File: src/rtl/execute_scheduler.sv
// execute_scheduler
//   Sequences the execute stage. It accepts one decoded op per issue handshake and
//   steps it through the ALU (one cycle) or the multiplier (MUL_LATENCY cycles, then
//   one writeback cycle, or two for a long multiply). It drives the stage's exec/cycle
//   strobes and the writeback enables. Decode is back-pressured while a multiply
//   occupies the stage.
//
// Parameters
//   MUL_LATENCY      cycles m_ma_cycle_o is held per multiply (1..15)
//
// Optional feature
//   EXEC_SCHED_PERF_EN  when defined, adds stall_count_o[31:0]. It counts cycles in
//                       which issue_valid_i=1 and issue_ready_o=0. It wraps, and
//                       flush does not clear it.
//
// Ports
//   clk, rst_n         clock (rising edge), asynchronous active-low reset
//   issue_valid_i      decode presents an op
//   issue_ready_o      scheduler accepts an op this cycle (combinational)
//   op_class_i         00 nop, 01 data op, 10 MUL/MLA, 11 long multiply
//   dest_lo_i          destination (low word for long multiply)
//   dest_hi_i          high-word destination, long multiply only
//   set_flags_i        op updates CPSR
//   flush_i            squash current and incoming op
//   exec_o             execute-stage enable
//   do_cycle_o         data-operation cycle
//   m_ma_cycle_o       multiply / multiply-accumulate cycle
//   dest_o             destination for the current writeback
//   write_dest_do_o    write ALU result to dest_o
//   write_dest_m_o     write multiplier result word to dest_o
//   write_cpsr_o       write flags
//   hi_sel_o           select m_result[63:32] for this writeback
//   busy_o             scheduler is not idle
module execute_scheduler #(
    parameter int MUL_LATENCY = 2
) (
    input  logic        clk,
    input  logic        rst_n,
    input  logic        issue_valid_i,
    output logic        issue_ready_o,
    input  logic [1:0]  op_class_i,
    input  logic [3:0]  dest_lo_i,
    input  logic [3:0]  dest_hi_i,
    input  logic        set_flags_i,
    input  logic        flush_i,
    output logic        exec_o,
    output logic        do_cycle_o,
    output logic        m_ma_cycle_o,
    output logic [3:0]  dest_o,
    output logic        write_dest_do_o,
    output logic        write_dest_m_o,
    output logic        write_cpsr_o,
    output logic        hi_sel_o,
    output logic        busy_o
`ifdef EXEC_SCHED_PERF_EN
    ,
    output logic [31:0] stall_count_o
`endif
);

    typedef enum logic [2:0] {IDLE, ALU, MUL, WB_LO, WB_HI} state_t;

    localparam logic [3:0] MUL_CNT_INIT = 4'(MUL_LATENCY - 1);

    state_t     state, state_next, target;
    logic [3:0] mul_count, mul_count_next;
    logic       accept;

    // Fields of the latched op
    logic       op_long_q, set_flags_q;
    logic [3:0] dest_lo_q, dest_hi_q;

    // Fields of the op that owns the next state: the newly accepted op if there is one,
    // otherwise the latched op
    logic       long_n, flags_n;
    logic [3:0] lo_n, hi_n;

    // Next values of the registered outputs
    logic       exec_n, do_cycle_n, m_ma_n, write_do_n, write_m_n, cpsr_n, hi_sel_n;
    logic [3:0] dest_n;

    // The stage accepts a new op in any state whose current cycle ends the occupying op.
    // The low-word writeback of a long multiply still has its high word to come.
    always_comb begin
        issue_ready_o = 1'b0;
        if (rst_n && !flush_i) begin
            case (state)
                IDLE, ALU, WB_HI: issue_ready_o = 1'b1;
                WB_LO:            issue_ready_o = !op_long_q;
                default:          issue_ready_o = 1'b0;
            endcase
        end
    end

    assign accept = issue_valid_i & issue_ready_o;
    assign busy_o = (state != IDLE);

    always_comb begin
        target = IDLE;
        case (op_class_i)
            2'b01:        target = ALU;
            2'b10, 2'b11: target = MUL;
            default:      target = IDLE;
        endcase
    end

    always_comb begin
        long_n  = accept ? (op_class_i == 2'b11) : op_long_q;
        flags_n = accept ? set_flags_i : set_flags_q;
        lo_n    = accept ? dest_lo_i : dest_lo_q;
        hi_n    = accept ? dest_hi_i : dest_hi_q;
    end

    // Next-state logic. A flush always returns to IDLE, which also drops any op
    // presented in the same cycle because flush forces issue_ready_o low.
    always_comb begin
        state_next     = state;
        mul_count_next = mul_count;
        if (flush_i) begin
            state_next = IDLE;
        end else begin
            case (state)
                MUL: begin
                    if (mul_count == 4'd0) begin
                        state_next = WB_LO;
                    end else begin
                        mul_count_next = mul_count - 4'd1;
                    end
                end
                WB_LO: begin
                    if (op_long_q) begin
                        state_next = WB_HI;
                    end else begin
                        state_next = accept ? target : IDLE;
                    end
                end
                default: begin
                    state_next = accept ? target : IDLE;
                end
            endcase
            if (accept && op_class_i[1]) begin
                mul_count_next = MUL_CNT_INIT;
            end
        end
    end

    // Output decode from the next state. The outputs are registered, so each value
    // appears in the cycle the state is entered.
    always_comb begin
        exec_n     = 1'b0;
        do_cycle_n = 1'b0;
        m_ma_n     = 1'b0;
        write_do_n = 1'b0;
        write_m_n  = 1'b0;
        cpsr_n     = 1'b0;
        hi_sel_n   = 1'b0;
        dest_n     = 4'd0;
        case (state_next)
            ALU: begin
                exec_n     = 1'b1;
                do_cycle_n = 1'b1;
                write_do_n = 1'b1;
                dest_n     = lo_n;
                cpsr_n     = flags_n;
            end
            MUL: begin
                exec_n = 1'b1;
                m_ma_n = 1'b1;
            end
            WB_LO: begin
                write_m_n = 1'b1;
                dest_n    = lo_n;
                cpsr_n    = flags_n & !long_n;
            end
            WB_HI: begin
                write_m_n = 1'b1;
                dest_n    = hi_n;
                hi_sel_n  = 1'b1;
                cpsr_n    = flags_n;
            end
            default: begin
                exec_n = 1'b0;
            end
        endcase
    end

    // State, multiply counter and latched op
    always_ff @(posedge clk or negedge rst_n) begin
        if (!rst_n) begin
            state       <= IDLE;
            mul_count   <= 4'd0;
            op_long_q   <= 1'b0;
            set_flags_q <= 1'b0;
            dest_lo_q   <= 4'd0;
            dest_hi_q   <= 4'd0;
        end else begin
            state     <= state_next;
            mul_count <= mul_count_next;
            if (accept) begin
                op_long_q   <= (op_class_i == 2'b11);
                set_flags_q <= set_flags_i;
                dest_lo_q   <= dest_lo_i;
                dest_hi_q   <= dest_hi_i;
            end
        end
    end

    // Registered outputs
    always_ff @(posedge clk or negedge rst_n) begin
        if (!rst_n) begin
            exec_o          <= 1'b0;
            do_cycle_o      <= 1'b0;
            m_ma_cycle_o    <= 1'b0;
            dest_o          <= 4'd0;
            write_dest_do_o <= 1'b0;
            write_dest_m_o  <= 1'b0;
            write_cpsr_o    <= 1'b0;
            hi_sel_o        <= 1'b0;
        end else begin
            exec_o          <= exec_n;
            do_cycle_o      <= do_cycle_n;
            m_ma_cycle_o    <= m_ma_n;
            dest_o          <= dest_n;
            write_dest_do_o <= write_do_n;
            write_dest_m_o  <= write_m_n;
            write_cpsr_o    <= cpsr_n;
            hi_sel_o        <= hi_sel_n;
        end
    end

`ifdef EXEC_SCHED_PERF_EN
    // Stall counter. It wraps naturally at 32 bits.
    always_ff @(posedge clk or negedge rst_n) begin
        if (!rst_n) begin
            stall_count_o <= 32'd0;
        end else if (issue_valid_i && !issue_ready_o) begin
            stall_count_o <= stall_count_o + 32'd1;
        end
    end
`endif

endmodule

File: config.mk
export PLATFORM = sky130hd
export DESIGN_NAME = execute_scheduler
export DESIGN_NICKNAME = d
export VERILOG_FILES = /design/src/rtl/execute_scheduler.sv
export SDC_FILE = /design/constraint.sdc
export NUM_CORES = 1
export LEC_CHECK = 0
export ABC_AREA = 1
export CORE_ASPECT_RATIO = 1.25
export CORE_MARGIN = 2
export CORE_UTILIZATION = 48
export DETAILED_ROUTE_END_ITERATION = 12
export PLACE_DENSITY = 0.85
export SLEW_MARGIN = 20
export SYNTH_ARGS = -nofsm -noshare
export SYNTH_HDL_FRONTEND = slang
export SYNTH_SLANG_ARGS = --single-unit
File: constraint.sdc
create_clock -name clk -period 1.4 [get_ports clk]
set_clock_uncertainty 0.05 [all_clocks]
set_input_delay 0.14 -clock clk [delete_from_list [all_inputs] [get_ports clk]]
set_output_delay 0.14 -clock clk [all_outputs]
set_load 0.005 [all_outputs]
==> run metrics <==
Die Ht=approximately 60 um; failing checks=negative setup slack; most frequent cell on the critical path=sky130_fd_sc_hd__nand2_2; post-synth top area cell=sky130_fd_sc_hd__dfrtp_1; ratio of routed vias to standard cells=approximately 5.0; leading cell type by number of instances after synthesis=sky130_fd_sc_hd__nand2_1; routed length per placed instance=around 14 um; Tightest Hold Check Type=in -> async; largest net degree at the start of global routing=28; worst slack after detailed placement=-362 ps; outcome=finished with violations; kind of start point of the critical path=flip-flop; global-route wire length before repair=4770 um; share of the cycle needed by the critical path after routing=116%; synthesized flop and latch total=27; initial cell density of the core=50.0%; drt pass-1 iters=4; sequential power share=49.7%; DRC violations left=0; number of flops mapped to enable cells by yosys=0; slack of the worst reg-to-reg path=-230 ps; final-report hold violation count=0; post-synthesis async set-or-reset flop share=100%; overall routing resource usage=21.9%; die area=2950 um2; power density relative to cell area=993 nW/um2; synthesized instance count=130; antenna violations before repair=0; switching pwr=between 500 and 600 uW; Peak VDD IR=about 0.83 mV; final-stage net count=~200; x dimension of the die=49.0 um; post-route worst setup slack=-228 ps; overall power consumption=1880 uW; commonest cells in the netlist=sky130_fd_sc_hd__nand2_1 (37), sky130_fd_sc_hd__dfrtp_1 (27), sky130_fd_sc_hd__inv_1 (23); Net Count, Synth=146; max-slew violation count=0; net switching fraction of the power=31.7%; Worst EP required=1630 ps; Slew headroom=68.9%; Distinct cells, synth=25; post-synthesis sequential area ratio=55.7%; CTS Sinks=27; proportion of power drawn by the clock network=18.4%; Root Driver=sky130_fd_sc_hd__clkbuf_4; slowest stage cell, crit path=sky130_fd_sc_hd__dfrtp_1; clock transition at the register clock pins on the worst setup and hold paths after CTS=150 ps; TritonCTS clock tree=built; maximum clock frequency=approximately 610 MHz; biggest area contributors in the synthesized netlist=sky130_fd_sc_hd__dfrtp_1 (56%), sky130_fd_sc_hd__nand2_1 (11%), sky130_fd_sc_hd__inv_1 (7.1%); setup tns final=-1680 ps; Vias=1,100; maximum number of buffers from clock root to sink=2; vias in the first global route=1,056; min cycle time layout=1630 ps; floorplan row count=20; chain of cells forming the critical path=nand2_2 -> inv_4 -> nor2_8 -> buf_6 -> buf_12 -> nand3_4 -> nand2_2 -> nand2_2 -> nor2_2 -> nand3_2 -> nand2_1; weighted congestion reported at the end of routability-driven placement=0.802; longest individual stage delay on the worst path=between 400 and 500 ps; count of yosys warnings during synthesis=0; critical path type=reg -> reg; Critical Path Sink Type=flip-flop; dominant register cell in the synthesized netlist=sky130_fd_sc_hd__dfrtp_1; final WL=3180 um; crit-path max FO=5; count of inserted antenna diode cells=0; CTS Buf Count=3; measured slew at the worst slew-check pin=roughly 470 ps; share of the synthesized area in the top cell type=55.7%; layout cells sized above 1=36.6%; post-detailed-placement half-perimeter wirelength=1870 um; clock latency at the later pin of the worst-skew pair=330 ps; count of routing violations after the opening detailed-route iteration=22; cell-internal power=1290 uW; final core utilization=between 70% and 80%; max_cap viols=0; IO Port Bufs=27; grt ovf=0; count of boundary I/O pins=28; number of H-tree branching levels=1; synthesized area per cell=between 9 and 10 um2; area added between synthesis and finish=56.3%; leakage dissipation=about 0.0011 uW; Core ar.=2430 um2; RSZ-0062 raised after global routing=true; final setup violation count=23; number of antenna-violating nets in the routed design=0; share of total power in combinational logic=31.9%; Post-Synthesis Cell Area=1210 um2; Worst EP arrival=1860 ps
-- power by group through the flow --
| stage | Clock, uW | Combinational, uW | Sequential, uW |
|---|---|---|---|
| after floorplan | 0 | 249 | 935 |
| after global placement | 0 | 423 | 936 |
| after detailed placement | 0 | 448 | 943 |
| after CTS | 346 | 523 | 928 |
| after global routing | 387 | 656 | 944 |
| final | 346 | 602 | 936 |
-- layer usage --
metal | vias up | GRT usage, % | routed length [um]
met2 | 52 | 41.5 | 1710
met4 | 0 | 12.7 | 160
met3 | 14 | 4.00 | 178
met1 | 509 | 23.0 | 1130
met5 | - | 0 | 0
li1 | 525 | - | -
-- metrics by stage --
stage	cell area, um2	hold WS [ps]	std cells
after CTS	1790	224	214
after global placement	1640	402	203
after detailed placement	1640	407	203
after floorplan	1210	-206	130
final	1900	211	219
after global routing	1900	252	219
-- area by class of cell --
| cell class | count | area (um2) |
|---|---|---|
| tap | 33 | 41.3 |
| fill | 171 | 531 |
| clock buffer | 3 | 22.5 |
| timing repair buffer | 52 | 509 |
| inverter | 25 | 97.6 |
| multi-input combinational | 78 | 543 |
| sequential | 27 | 676 |
| clock inverter | 1 | 7.51 |
-- worst paths after layout --
check | start | cells past startpoint | endpoint
setup / recovery | state[2] | 11 | write_cpsr_o
hold reg to reg | dest_hi_q[1] | 2 | dest_hi_q[1]
hold / removal | rst_n | 2 | mul_count[3]
setup reg to reg | state[2] | 11 | write_cpsr_o
max in group asynchronous | rst_n | 2 | write_cpsr_o
min in group clk | dest_hi_i[0] | 3 | dest_hi_q[0]
-- worst max-delay path: cells and delay by family (launching register included) --
kind                   cells  cell delay, ps
buffers and inverters      3             300
AND/OR/NAND/NOR            8             770
flip-flops                 1             440
-- flip-flops by register name, summed over array words and instances (netlist names) --
| signal | cells |
|---|---|
| m_ma_cycle_o | 1 |
| set_flags_q | 1 |
| hi_sel_o | 1 |
| dest_hi_q | 4 |
| mul_count | 4 |
| write_cpsr_o | 1 |
| dest_lo_q | 4 |
| write_dest_m_o | 1 |
| dest_o | 4 |
| op_long_q | 1 |
| state | 3 |
| write_dest_do_o | 1 |
| exec_o | 1 |
-- layout by cell type (no fill, tap or decap), drive strengths merged, types with 3 or more instances in the layout --
cell type	count
dlymetal6s2s	7
buf	26
clkbuf	3
nor2	6
nand3	8
nand4	6
nand2	39
dlygate4sd2	3
inv	24
clkdlybuf4s50	16
dfrtp	27
o21ai	12
-- what timing repair did --
item / 4_1_cts / 5_1_grt
cloned: 2 / 0
resized for setup: 28 / 23
hold endpoints to repair: 0 / 0
pin swaps: 6 / 9
setup buffers: 5 / 5
hold buffers: 0 / 0
setup endpoints to repair: 13 / 33
-- kinds of logic (layout without fill, tap and decap cells) --
group                    count (synthesis)  in the layout  synth area share, %
buffers and inverters                   27             81                 9.38
AO/OA/AOI/OAI                           15             15                 8.45
adder cells (fa/ha/maj)                  1              1                 1.03
XOR/XNOR                                 1              1                0.722
AND/OR/NAND/NOR                         59             61                 24.7
flip-flops                              27             27                 55.7
Note: power is estimated with default switching activity, not from simulation.
